<file path="src/rtl/mux_nx1_scan.sv">
// mux_nx1_scan: N-channel registered mux with manual select and dwell-timed round-robin scan.
// Define MUX_CH_MASK_EN to add the ch_mask port that skips disabled channels.
module mux_nx1_scan #(
    parameter int N = 4,
    parameter int W = 1,
    parameter int DWELL_W = 8,
    localparam int SEL_W = $clog2(N)
) (
    input  logic               clk,
    input  logic               rst,
    input  logic               en,
    input  logic               mode,
    input  logic [SEL_W-1:0]   sel,
    input  logic [DWELL_W-1:0] dwell,
`ifdef MUX_CH_MASK_EN
    input  logic [N-1:0]       ch_mask,
`endif
    input  logic [N*W-1:0]     din,
    output logic [W-1:0]       y,
    output logic [SEL_W-1:0]   ch,
    output logic               valid,
    output logic               wrap
);
    localparam logic [SEL_W-1:0] LAST = SEL_W'(N - 1);

    logic [W-1:0]       y_q, y_d;
    logic [SEL_W-1:0]   ch_q, ch_d;
    logic [DWELL_W-1:0] cnt_q, cnt_d;
    logic               valid_q, valid_d, wrap_q, wrap_d, first_q, first_d;
    logic [N-1:0]       mask;
    logic [W-1:0]       chan [N];
    logic [SEL_W-1:0]   sel_c, nxt;
    logic [2*N-1:0]     rot;
    logic               nxt_wrap, found, adv;
    int                 base, k;

`ifdef MUX_CH_MASK_EN
    assign mask = ch_mask;
`else
    assign mask = '1;
`endif

    assign sel_c = (sel > LAST) ? LAST : sel;
    assign adv   = first_q || (cnt_q >= dwell) || !mask[ch_q];

    always_comb begin
        for (int i = 0; i < N; i++) chan[i] = din[i*W +: W];
    end

    // Search the next enabled channel; right after reset the search begins at channel 0 itself.
    always_comb begin
        base = first_q ? 0 : int'(ch_q) + 1;
        rot = {mask, mask} >> base;
        k = 0;
        found = 1'b0;
        nxt = ch_q;
        nxt_wrap = 1'b0;
        for (int i = 0; i < N; i++) begin
            k = base + i;
            if (!found && rot[i]) begin
                found = 1'b1;
                nxt = SEL_W'(k >= N ? k - N : k);
                nxt_wrap = (k >= N);
            end
        end
    end

    always_comb begin
        y_d = y_q;
        ch_d = ch_q;
        cnt_d = cnt_q;
        valid_d = 1'b0;
        wrap_d = 1'b0;
        first_d = first_q;
        if (en) begin
            first_d = 1'b0;
            if (!mode) begin
                ch_d = sel_c;
                cnt_d = '0;
                valid_d = mask[sel_c];
                y_d = mask[sel_c] ? chan[sel_c] : '0;
            end else if (~|mask) begin
                y_d = '0;
            end else if (adv) begin
                ch_d = nxt;
                cnt_d = '0;
                wrap_d = nxt_wrap;
                valid_d = 1'b1;
                y_d = chan[nxt];
            end else begin
                cnt_d = cnt_q + 1'b1;
                valid_d = 1'b1;
                y_d = chan[ch_q];
            end
        end
    end

    always_ff @(posedge clk or posedge rst) begin
        if (rst) begin
            y_q <= '0;
            ch_q <= '0;
            cnt_q <= '0;
            valid_q <= 1'b0;
            wrap_q <= 1'b0;
            first_q <= 1'b1;
        end else begin
            y_q <= y_d;
            ch_q <= ch_d;
            cnt_q <= cnt_d;
            valid_q <= valid_d;
            wrap_q <= wrap_d;
            first_q <= first_d;
        end
    end

    assign y = y_q;
    assign ch = ch_q;
    assign valid = valid_q;
    assign wrap = wrap_q;
endmodule

</file>
<file path="config.mk">
export PLATFORM = sky130hd
export DESIGN_NAME = mux_nx1_scan
export DESIGN_NICKNAME = d
export VERILOG_FILES = /design/src/rtl/mux_nx1_scan.sv
export SDC_FILE = /design/constraint.sdc
export NUM_CORES = 1
export LEC_CHECK = 0
export ABC_AREA = 1
export BUFFER_PORTS_ARGS = -buffer_cell sky130_fd_sc_hd__buf_2
export CAP_MARGIN = 30
export CORE_UTILIZATION = 45
export CTS_CLUSTER_SIZE = 28
export DETAILED_ROUTE_END_ITERATION = 6
export PLACE_DENSITY = 0.69
export SLEW_MARGIN = 20
export SYNTH_ARGS = -nofsm -noshare
export SYNTH_HDL_FRONTEND = slang
export SYNTH_SLANG_ARGS = --single-unit
</file>
<file path="constraint.sdc">
create_clock -name clk -period 1.76 [get_ports clk]
set_input_delay 0.088 -clock clk [delete_from_list [all_inputs] [get_ports clk]]
set_output_delay 0.088 -clock clk [all_outputs]
set_load 0.02 [all_outputs]
</file>
==> run metrics <==
Pleak 0.000684 uW; final setup skew ~0.01 ns; Worst slew margin 63.9%; hold path depth 1; Combinational Power Share ~31%; die width 49.1 microns; post-synthesis adder-cell area fraction 12.5%; Min Clock Period, post-route 1.69 ns; R2R setup slack 0.07 ns; Register Area 352 sq um; final setup TNS 0 ns; CTS HTree Levels 1; GRT Util Overall 18.4%; largest family of logic cells by synthesized area simple AND/OR/NAND/NOR gates; Buf+Inv Stages, Crit Path 1; Cell variety after synth 20; met2 Use GR 31.7%; Top Ports 23; final worst path period share a little over nine tenths; mux contribution to synthesized area 0%; largest net degree at the start of global routing 15; initial antenna violation count 0; DRT Pass-1 Iters 4; CP Class flop to flop; register area share after synthesis about a third; internal power between 500 and 600 uW; Finished Core Util 61.6%; CP max stage cell dfrtp_1; top cell type's share of synthesized area between 30 and 40%; CTS clk-pin slew, worst paths roughly 0.090 ns; area leader, netlist dfrtp_1; mapped cell area 997 sq um; crit path from cnt_q[5]$_DFFE_PP0P_; Psw 283 uW; met3 Track Usage GR 2.80%; routability congestion estimate 0.836; PortBufs 22; Largest stage delay, worst path 0.42 ns; CTS tree done; Clock power frac 23.6%; final setup fails 0; met1 Use GR between 20% and 30%; Synth area leaders dfrtp_1 (33%), ha_1 (13%), nand2_1 (11%); CTS buffer count 3; compound-gate portion of the synthesized area 8.28%; ANT nets after route 0; Hold Startpoint en; Fillers 190; path depth of the worst reg2reg path 10; outcome complete, no violations; drt total wl 2090 microns; Initial Util roughly half; WHS 0.0890 ns; hpwl dp roughly 1600 microns; number of max-cap violations 0; post-detailed-route DRC marker count 0; Clock Tree Root clkbuf_4; Ant. Diodes 0; HP Class input pin to flop; Die Ht 49.1 microns; Slew Limit Fails 0; # clock sinks 14; first-pass GRT wire length between 3000 and 4000 microns; post-synthesis xor/xnor area fraction approximately 5.3%; worst skew pair latency 0.28 ns; clock tree buffer depth 2; CP top delay family simple AND/OR/NAND/NOR gates; Area Growth Syn to Fin 24.8%; switch share 34.5%; f_max 591 MHz; nets@finish 191; core area 0.00202 sq mm; via count 924; Critical Path Start Type flop; Final WS setup 0.0692 ns; area of the multi-input gates ~580 sq um; post-synthesis net count 160; layout cells sized above 1 approximately 32%; placement row count 16; Crit Path Max Fanout 4; total grt overflow 0; wire per inst 11.0 microns; simple-gate share of the synthesized area between 20 and 30%; Syn Area/Cell 7.55 sq um; worst-path cell chain ha_1 -> a21oi_1 -> nor2_1 -> nor2_2 -> nand2_4 -> nor2_4 -> inv_2 -> nand2_4 -> nand2_2 -> nand2_2; reg2reg start cnt_q[5]$_DFFE_PP0P_; worst slack at placement between 0.1 and 0.15 ns; total power density per cell area roughly 660 mW/mm^2; vias per cell 4.89; Syn Inst Count 132; grt peak-use layer met2; Worst VDD drop about 430 uV; Arr. time, crit path 1.91 ns; Yosys warning total 0; vias in the first global route 835; Hold Path Sink valid$_DFF_PP0_; DIE AREA between 0.002 and 0.0025 sq mm; Detailed Route Iter0 Violations 18; Worst-Margin Slew 0.540 ns; worst endpoint required time between 1.5 and 2 ns; RR Endpoint ch[1]$_DFFE_PP0P_; Final Hold Vio Count 0; Seq pwr share between 40% and 50%; #FFs+latches synth 14; Worst setup EP type flop
==> routing by layer <==
metal | routed length, microns | vias to the layer above
li1 | - | 474
met1 | 953 | 428
met2 | 1050 | 18
met3 | 60 | 4
met4 | 24 | 0
met5 | 0 | -
==> flip-flops by register name, indices dropped and copies added (netlist names) <==
| name | flops |
|---|---|
| cnt_q | 8 |
| ch | 2 |
| first_q | 1 |
| valid | 1 |
| wrap | 1 |
| y | 1 |
==> metrics by stage <==
stage	total power (uW)	instance area, sq um	cells
CTS	794	1170	185
global placement	593	1140	180
global route	878	1240	189
finish	821	1240	189
detailed placement	598	1140	180
floorplan	529	997	132
==> layout make-up <==
class	count	area share, %
clock buffer	4	2.11
inverter	25	8.14
multi-input combinational	92	46.7
sequential	14	28.2
tap	27	2.71
timing repair buffer	27	12.1
==> power groups by stage <==
stage               Clock (uW)  Combinational (uW)  Sequential [uW]
detailed placement           0                 221              377
global placement             0                 216              377
finish                     194                 255              373
global route               210                 291              377
floorplan                    0                 139              390
CTS                        200                 224              371
==> cell families after synthesis <==
logic type / after synthesis
AND/OR/NAND/NOR: 61
flip-flops: 14
XOR/XNOR: 6
AO/OA/AOI/OAI: 15
buffers and inverters: 26
adder cells (fa/ha/maj): 10
==> layout by cell type (no fill, tap or decap), types with 7 or more instances in the layout <==
cell type  Yosys  final
ha_1          10      9
buf_2          1     22
nand3_1       10     10
nand2_2        2      7
dfrtp_1       13     13
inv_1         23     21
nor2_1         8      8
nand2_1       29     23
==> worst max path at each step <==
| stage | end | depth (start not counted) |
|---|---|---|
| 6_report | ch[1]$_DFFE_PP0P_ | 10 |
| 5_1_grt | ch[1]$_DFFE_PP0P_ | 15 |
| 4_1_cts | cnt_q[7]$_DFFE_PP0P_ | 15 |
| 3_5_place_dp | cnt_q[7]$_DFFE_PP0P_ | 15 |
| 3_3_place_gp | cnt_q[7]$_DFFE_PP0P_ | 15 |
| 2_1_floorplan | cnt_q[2]$_DFFE_PP0P_ | 15 |
==> repair_timing <==
action,CTS,global route
resized for setup,0,13
buffers inserted,0,4
endpoints found under the setup margin,0,8
hold buffers,1,0
endpoints found under the hold margin,13,0
==> cells in the mapped netlist <==
library cell / number
buf_2: 1
o211ai_1: 3
inv_4: 1
nand3_1: 10
dfrtp_1: 13
nand4_1: 1
ha_1: 10
dfstp_2: 1
nand2_2: 2
xor2_1: 6
a21oi_1: 6
nor3_1: 2
inv_2: 1
nand2_1: 29
nor2_1: 8
nand2_4: 1
o21ai_0: 6
nor2_2: 7
inv_1: 23
nor2_4: 1
(Power assumes the default switching activity.)
